## src/rtl/random_event_sched_pkg.sv

```systemverilog
// random_sched_pkg: shared types and constants for the random event scheduler.
//   state_t     : scheduler FSM states COUNT / DRAW / WAIT
//   EV_0..EV_3  : event id constants presented on event_id
//   MISSED_MAX  : saturation value of the missed-expiry counter
package random_sched_pkg;

  typedef enum logic [1:0] {
    COUNT = 2'd0,
    DRAW  = 2'd1,
    WAIT  = 2'd2
  } state_t;

  localparam logic [1:0] EV_0 = 2'd0;
  localparam logic [1:0] EV_1 = 2'd1;
  localparam logic [1:0] EV_2 = 2'd2;
  localparam logic [1:0] EV_3 = 2'd3;

  localparam logic [3:0] MISSED_MAX = 4'd15;

endpackage

```

## src/rtl/random_event_sched_interval_counter.sv

```systemverilog
// interval_counter: counts enabled timebase ticks and flags every INTERVAL-th.
// Parameters:
//   INTERVAL : ticks between expiries, legal range 1..255
// Ports:
//   clk    in  system clock
//   rst    in  asynchronous active-high reset
//   enable in  high: counter advances on tick; low: counter frozen
//   tick   in  one-cycle strobe from the timebase
//   expire out high during the cycle whose enabled tick completes an interval
module interval_counter #(
  parameter int INTERVAL = 10
) (
  input  logic clk,
  input  logic rst,
  input  logic enable,
  input  logic tick,
  output logic expire
);

  localparam logic [7:0] LAST = 8'(INTERVAL - 1);

  logic [7:0] cnt;
  logic       adv;

  assign adv = tick & enable;

  // expire is combinational so the FSM leaves COUNT on the same edge that
  // samples the completing tick.
  assign expire = adv && (cnt == LAST);

  always_ff @(posedge clk or posedge rst) begin
    if (rst) begin
      cnt <= 8'd0;
    end else if (adv) begin
      if (cnt == LAST) cnt <= 8'd0;
      else             cnt <= cnt + 8'd1;
    end
  end

endmodule

```

## src/rtl/random_event_sched.sv

```systemverilog
// random_event_sched: every INTERVAL enabled ticks, samples the 2-bit LFSR
// value and presents it as a game event on a valid/ack handshake. Expiries
// that land while an event is outstanding are counted (saturating), not queued.
// Build option: define RANDOM_SCHED_NOREPEAT_EN to bump an id that would
// repeat the previous one (rnd+1 mod 4).
// Parameters:
//   INTERVAL    : timebase ticks between draws, 1..255
// Ports:
//   clk         in  system clock
//   rst         in  asynchronous active-high reset
//   enable      in  high: interval counter runs; low: frozen
//   tick        in  one-cycle timebase strobe
//   rnd         in  2-bit pseudo-random value, sampled only in DRAW
//   event_ack   in  consumer accepts the current event (honoured in WAIT)
//   event_valid out event pending
//   event_id    out event selector, stable while event_valid=1
//   missed      out saturating count of dropped expiries
module random_event_sched
  import random_sched_pkg::*;
#(
  parameter int INTERVAL = 10
) (
  input  logic       clk,
  input  logic       rst,
  input  logic       enable,
  input  logic       tick,
  input  logic [1:0] rnd,
  input  logic       event_ack,
  output logic       event_valid,
  output logic [1:0] event_id,
  output logic [3:0] missed
);

  state_t state;
  logic   expire;

`ifdef RANDOM_SCHED_NOREPEAT_EN
  logic [1:0] last_id;
  logic       has_last;

  function automatic logic [1:0] sel(input logic [1:0] r, input logic hl,
                                     input logic [1:0] last);
    // 2-bit add wraps 3 -> 0, which also makes id 0 reachable from an LFSR
    // that never produces zero.
    if (hl && (r == last)) return r + 2'd1;
    return r;
  endfunction
`else
  function automatic logic [1:0] sel(input logic [1:0] r);
    return r;
  endfunction
`endif

  interval_counter #(
    .INTERVAL (INTERVAL)
  ) u_cnt (
    .clk    (clk),
    .rst    (rst),
    .enable (enable),
    .tick   (tick),
    .expire (expire)
  );

  always_ff @(posedge clk or posedge rst) begin
    if (rst) begin
      state       <= COUNT;
      event_valid <= 1'b0;
      event_id    <= EV_0;
      missed      <= 4'd0;
`ifdef RANDOM_SCHED_NOREPEAT_EN
      last_id     <= EV_0;
      has_last    <= 1'b0;
`endif
    end else begin
      case (state)
        COUNT: begin
          if (expire) state <= DRAW;
        end
        DRAW: begin
`ifdef RANDOM_SCHED_NOREPEAT_EN
          event_id <= sel(rnd, has_last, last_id);
          last_id  <= sel(rnd, has_last, last_id);
          has_last <= 1'b1;
`else
          event_id <= sel(rnd);
`endif
          event_valid <= 1'b1;
          state       <= WAIT;
          if (expire && (missed != MISSED_MAX)) missed <= missed + 4'd1;
        end
        WAIT: begin
          if (event_ack) begin
            event_valid <= 1'b0;
            // An expiry coinciding with the ack is served, not dropped.
            state       <= expire ? DRAW : COUNT;
          end else if (expire && (missed != MISSED_MAX)) begin
            missed <= missed + 4'd1;
          end
        end
        default: begin
          state       <= COUNT;
          event_valid <= 1'b0;
        end
      endcase
    end
  end

endmodule

```

## config.mk

```make
export PLATFORM = sky130hd
export DESIGN_NAME = random_event_sched
export DESIGN_NICKNAME = d
export VERILOG_FILES = /design/src/rtl/random_event_sched_pkg.sv /design/src/rtl/random_event_sched_interval_counter.sv /design/src/rtl/random_event_sched.sv
export SDC_FILE = /design/constraint.sdc
export NUM_CORES = 1
export LEC_CHECK = 0
export CORE_AREA = 2 2 46 48
export DETAILED_ROUTE_END_ITERATION = 16
export DIE_AREA = 0 0 48 50
export DONT_BUFFER_PORTS = 1
export PLACE_DENSITY_LB_ADDON = 0.1
export SETUP_SLACK_MARGIN = 0.3
export SLEW_MARGIN = 20
export SYNTH_ARGS = -nofsm -noshare
export SYNTH_HDL_FRONTEND = slang
export SYNTH_SLANG_ARGS = --single-unit
```

## constraint.sdc

```tcl
create_clock -name clk -period 5.1 [get_ports clk]
set_input_delay 0.255 -clock clk [delete_from_list [all_inputs] [get_ports clk]]
set_output_delay 0.255 -clock clk [all_outputs]
set_load 0.05 [all_outputs]
```

=== After elaboration in Yosys (flattened, before gate mapping) ===
Index checks and enable logic that the tools add are counted.

* Logic and storage cells: 33
* Register bits after elaboration: 17
* Output and inout port bits: 7

* Mux-type cells: 10
* Reductions and logical operators: 7
* Eq/ne operators: 7
* Add/sub/neg operators: 2
* Bitwise logic cells: 2

{| class="wikitable"
|+ Operators with widths
! kind !! count
|-
| $add A8 B1 Y8 const B || 1
|-
| $eq A8 B4 Y1 const B || 1
|-
| $mux W4 || 2
|-
| $mux W8 || 1
|-
| $pmux W4 S2 || 1
|-
| $ne A2 B2 Y1 const B || 3
|-
| $pmux W2 S3 || 1
|-
| $reduce_and A2 Y1 || 3
|-
| $add A4 B1 Y4 const B || 1
|-
| $mux W2 || 2
|-
| $ne A4 B4 Y1 const B || 1
|-
| $pmux W1 S3 || 1
|-
| $eq A2 B1 Y1 const B || 1
|-
| $eq A2 B2 Y1 const B || 1
|-
| $logic_and A1 B1 Y1 || 2
|-
| $logic_not A2 Y1 || 1
|-
| $mux W1 || 2
|-
| $reduce_bool A2 Y1 || 1
|-
| $and A1 B1 Y1 || 1
|-
| $not A1 Y1 || 1
|}

=== Longest topological paths before layout ===
* Depth after elaboration: 6
* Mapped depth: 6

=== Hierarchy ===
Synthesis repeated with hierarchy kept, for this count alone.

* Cell total of the unflattened synthesis: 79
* Area total of the unflattened synthesis: 857.1 um^2

{| class="wikitable"
|+ By module, submodules not included
! module !! instances !! area each (um^2) !! cells each !! seq. area each (um^2)
|-
| interval_counter || 1 || 444.2 || 41 || 200.2
|-
| random_event_sched || 1 || 412.9 || 38 || 225.2
|}

=== Worst setup path before layout ===
No wires, ideal clock.

* Path kind: reg-to-reg
* Start: reg missed[0]
* End: reg missed[1]
* Clock period less this slack: 1.682 ns
* Setup time: 0.128 ns
* Slack: 3.418 ns
* Arrival time: 1.554 ns
* Cell stages (with the launch flop): 4
* Cell sequence: dfrtp_1 ha_1 a311oi_2 mux2_1

* Cells in the longest elaborated chain, start to end: 5
* Elaborated cells on any way between the ends: 6

{| class="wikitable"
|+ Ends and longest elaborated chain
! item !! RTL line !! RTL
|-
| start, declared || random_event_sched.sv:31 || <nowiki>output logic [3:0] missed</nowiki>
|-
| start signal, assigned || random_event_sched.sv:89 || <nowiki>if (expire && (missed != MISSED_MAX)) missed <= missed + 4'd1;</nowiki>
|-
| start signal, assigned || random_event_sched.sv:97 || <nowiki>missed <= missed + 4'd1;</nowiki>
|-
| parallel branches: the longest is 2 deep, another holds $add A4 B1 Y4 || - ||
|-
| $mux W4 (*) || random_event_sched.sv:89, random_event_sched.sv:96 ||
|-
| $mux W4 || random_event_sched.sv:92 || <nowiki>if (event_ack) begin</nowiki>
|-
| $pmux W4 S2 (*) || random_event_sched.sv:75 || <nowiki>case (state)</nowiki>
|}

Mark *: on every way between the ends. The select of a mux whose other input is x is not followed.
A chain may end at the register's enable or synchronous reset.

=== Final worst setup path ===
* Start: reg u_cnt.cnt[1]
* End: reg missed[1]

* Cells in the longest elaborated chain, start to end: 6

{| class="wikitable"
|+ Ends and longest elaborated chain
! item !! RTL line !! RTL
|-
| start, declared || random_event_sched_interval_counter.sv:22 || <nowiki>logic [7:0] cnt;</nowiki>
|-
| start signal, assigned || random_event_sched_interval_counter.sv:36 || <nowiki>else cnt <= cnt + 8'd1;</nowiki>
|-
| $eq A8 B4 Y1 (*) || random_event_sched_interval_counter.sv:29 || <nowiki>assign expire = adv && (cnt == LAST);</nowiki>
|-
| $logic_and A1 B1 Y1 (*) || random_event_sched_interval_counter.sv:29 ||
|-
| $logic_and A1 B1 Y1 (*) || random_event_sched.sv:89, random_event_sched.sv:96 ||
|-
| $mux W4 (*) || - ||
|-
| $mux W4 || - ||
|-
| $pmux W4 S2 (*) || - ||
|}

Every way passes the cells marked *; elsewhere a longest branch is shown, timed or not. The select of a mux whose other input is x is not followed.

==> results by group <==
Outcome
  – Status: finished clean

Clock tree
  – H-tree levels: 1
  – Root Buffer: clkbuf_4
  – Clk sinks: 17
  – Post-CTS Hold Buffers: 1
  – Post CTS Setup Buffer Count: 0
  – Maximum buffer depth of the clock tree: 2
  – CTS clock-pin slew for the worst setup and hold paths: 0.09 ns
  – CTS resizes: 0
  – TritonCTS clock tree: done
  – CTS Buf Count: 3
  – Clk_lat worst skew: 0.29 ns

Synth
  – Syn Nets: 83
  – Synth Area per Inst: 11.1 um^2
  – Post-Syn Instances: 73
  – Synth area leader: dfrtp_1
  – Post-synth top area share: 0.525
  – Sequential element share of the synthesized area: 0.525
  – Synth cell types: 24
  – Synth top area cells: dfrtp_1 52%, xor2_1 5.4%, ha_1 4.6%, mux2_2 4.2%, nand2_1 3.7%
  – Post-Synthesis Cell Area: 811 um^2
  – Seq cells post-synth: 17
  – Warnings from Yosys: 0

Floorplanning
  – Die Y: 50 um
  – Initial core utilization: 0.426
  – Core region area: 1900 um^2
  – FP Rows: 16
  – I/O pins: 14
  – Die Width: 48 um
  – Die area: 2400 um^2

GRT
  – Largest net degree at the start of global routing: 18
  – Global Route met1 Usage: 0.160
  – Initial antenna violation count: 0
  – Met2 Usage GRT: 0.209
  – All-Layer GR Usage: 0.134
  – Met3 usage: 0.0842
  – Vias in the first global route: 535
  – GRT Max-Usage Layer: met2
  – GR Overflow Total: 0
  – First-pass GRT wire length: 2260 um

Worst hold path
  – Hold_sp: rnd[0]
  – Type of the worst min-delay path: input pin to flop
  – WHS Path Cells: 1
  – Hold Path End: event_id[0]$_DFFE_PP0P_

Worst setup path
  – Crit path kind: flop to flop
  – CP Data Arrival Time: 1.99 ns
  – Worst r2r src: u_cnt.cnt[1]$_DFFE_PP0N_
  – Register-to-register setup slack: 3.29 ns
  – Reg2Reg Depth: 6
  – Startpoint Class: flop
  – Worst Path Max Fanout: 4
  – Required time of the critical path: 5.28 ns
  – Crit end category: flop
  – RR Endpoint: missed[1]$_DFFE_PP0P_

Drt
  – DR WL/cell: 12.3 um
  – Via count: 518
  – Final ANT Viol Nets: 0
  – Vias per cell: 4.93
  – Drt total wl: 1300 um
  – Starting DRT DRC Count: 6
  – Post-route DRC: 0
  – DR pass1 iterations: 4

Layout
  – FILL cells: 180
  – Fraction of layout cells with a size suffix above 1: 0.115
  – Diode count: 0
  – Final #Nets: 89
  – Final core utilization: 0.463
  – Area grow syn2layout: 8.64%

STA
  – Tcrit/Tclk final: 0.356
  – FMAX: 551 MHz
  – Slew margin rel.: 0.582
  – Layout Skew: 0.00147 ns
  – Final min period: 1.81 ns
  – Setup violators final: 0
  – RSZ-0062 raised after global routing: no
  – Worst-margin pin slew: 0.627 ns
  – Fin. Hold Viols: 0
  – Final slew viol count: 0
  – Setup tns final: 0 ns

Power and ir drop
  – Lkg Pwr: 0.425 nW
  – Peak supply drop: 0.186 mV
  – Pwr Density: 430 nW/um^2

Flow run
  – Max-cap violations: 0

Placement
  – Hpwl dp: 977 um
  – # port buffers: 0
  – Final GP Congestion: 0.732
[area by class of cell]
| class | instances | area [um^2] | area share |
|---|---|---|---|
| flip-flops and latches | 17 | 425 | 0.483 |
| multi-input cells | 51 | 367 | 0.416 |
| well taps | 27 | 33.8 | 0.0384 |
| repair buffers | 1 | 10.0 | 0.0114 |
| inverters | 5 | 18.8 | 0.0213 |
| clock buffers | 4 | 26.3 | 0.0298 |
[routing by layer]
layer | vias to the layer above | wire length, um | part of all wire
met5 | - | 0 | 0
met4 | 0 | 5 | 0.0039
met3 | 2 | 92 | 0.071
met2 | 17 | 591 | 0.46
met1 | 234 | 606 | 0.47
li1 | 265 | - | -
[state kept, by name, indices dropped and copies added, names as in the netlist]
| name | flops |
|---|---|
| missed | 4 |
| u_cnt.cnt | 8 |
| event_valid | 1 |
| state | 2 |
| event_id | 2 |
[critical path, cell delays in order (launching register included)]
cell	delay [ns]
dfrtp_1	0.42
inv_1	0.07
ha_1	0.13
nor4b_4	0.25
nand4_2	0.19
a311oi_2	0.30
mux2_1	0.35
[power breakdown]
part	leakage (nW)	switching, mW	internal [mW]
registers	0.227	0.0773	0.164
logic	0.183	0.0308	0.0350
clock network	0.0150	0.0413	0.0304
total	0.425	0.149	0.229
[synthesized netlist by cell type (all sizes together)]
library cell / instances
and2: 1
and3: 1
a21oi: 2
nor3: 3
inv: 5
o21a: 1
xor2: 5
nor4b: 1
ha: 3
nand4: 4
nand2b: 1
a311oi: 1
o31ai: 1
nand3: 3
o21ai: 3
dfrtp: 17
or3: 1
nand2: 8
nor2b: 2
xnor2: 2
nor2: 4
mux2: 4
[metrics by stage]
stage / std cells / hold slack, ns / total power [mW] / instance area [um^2] / worst slack (ns)
floorplan: 73 / 0.181 / 0.292 / 811 / 3.42
global placement: 100 / 0.272 / 0.308 / 845 / 3.35
detailed placement: 100 / 0.276 / 0.310 / 845 / 3.29
CTS: 105 / 0.101 / 0.385 / 881 / 3.28
global route: 105 / 0.0998 / 0.404 / 881 / 3.19
finish: 105 / 0.111 / 0.379 / 881 / 3.29
[cells in the final DEF (no fill, tap or decap), drive strengths merged]
cell,n
a21oi,2
a311oi,1
and2,1
and3,1
clkbuf,4
dfrtp,17
dlygate4sd3,1
ha,3
inv,5
mux2,4
nand2,8
nand2b,1
nand3,3
nand4,4
nor2,4
nor2b,2
nor3,3
nor4b,1
o21a,1
o21ai,3
o31ai,1
or3,1
xnor2,2
xor2,5
[worst max-delay path by stage]
stage | from | endpoint | slack [ns] | depth (start not counted)
floorplan | missed[0]$_DFFE_PP0P_ | missed[1]$_DFFE_PP0P_ | 3.42 | 3
global placement | u_cnt.cnt[1]$_DFFE_PP0N_ | missed[1]$_DFFE_PP0P_ | 3.35 | 6
detailed placement | u_cnt.cnt[1]$_DFFE_PP0N_ | missed[1]$_DFFE_PP0P_ | 3.29 | 6
CTS | u_cnt.cnt[1]$_DFFE_PP0N_ | missed[1]$_DFFE_PP0P_ | 3.28 | 6
global route | u_cnt.cnt[1]$_DFFE_PP0N_ | missed[1]$_DFFE_PP0P_ | 3.19 | 6
finish | u_cnt.cnt[1]$_DFFE_PP0N_ | missed[1]$_DFFE_PP0P_ | 3.29 | 6
[kinds of logic (layout without fill, tap and decap cells)]
kind of cell	count (synthesis)	in the layout	synth area share
adder cells (fa/ha/maj)	3	3	0.0463
buffers and inverters	5	10	0.0232
flip-flops	17	17	0.525
XOR/XNOR	7	7	0.0756
AND/OR/NAND/NOR	29	29	0.207
AO/OA/AOI/OAI	8	8	0.0679
multiplexers	4	4	0.0556
Note: power is estimated with default switching activity, not from simulation.
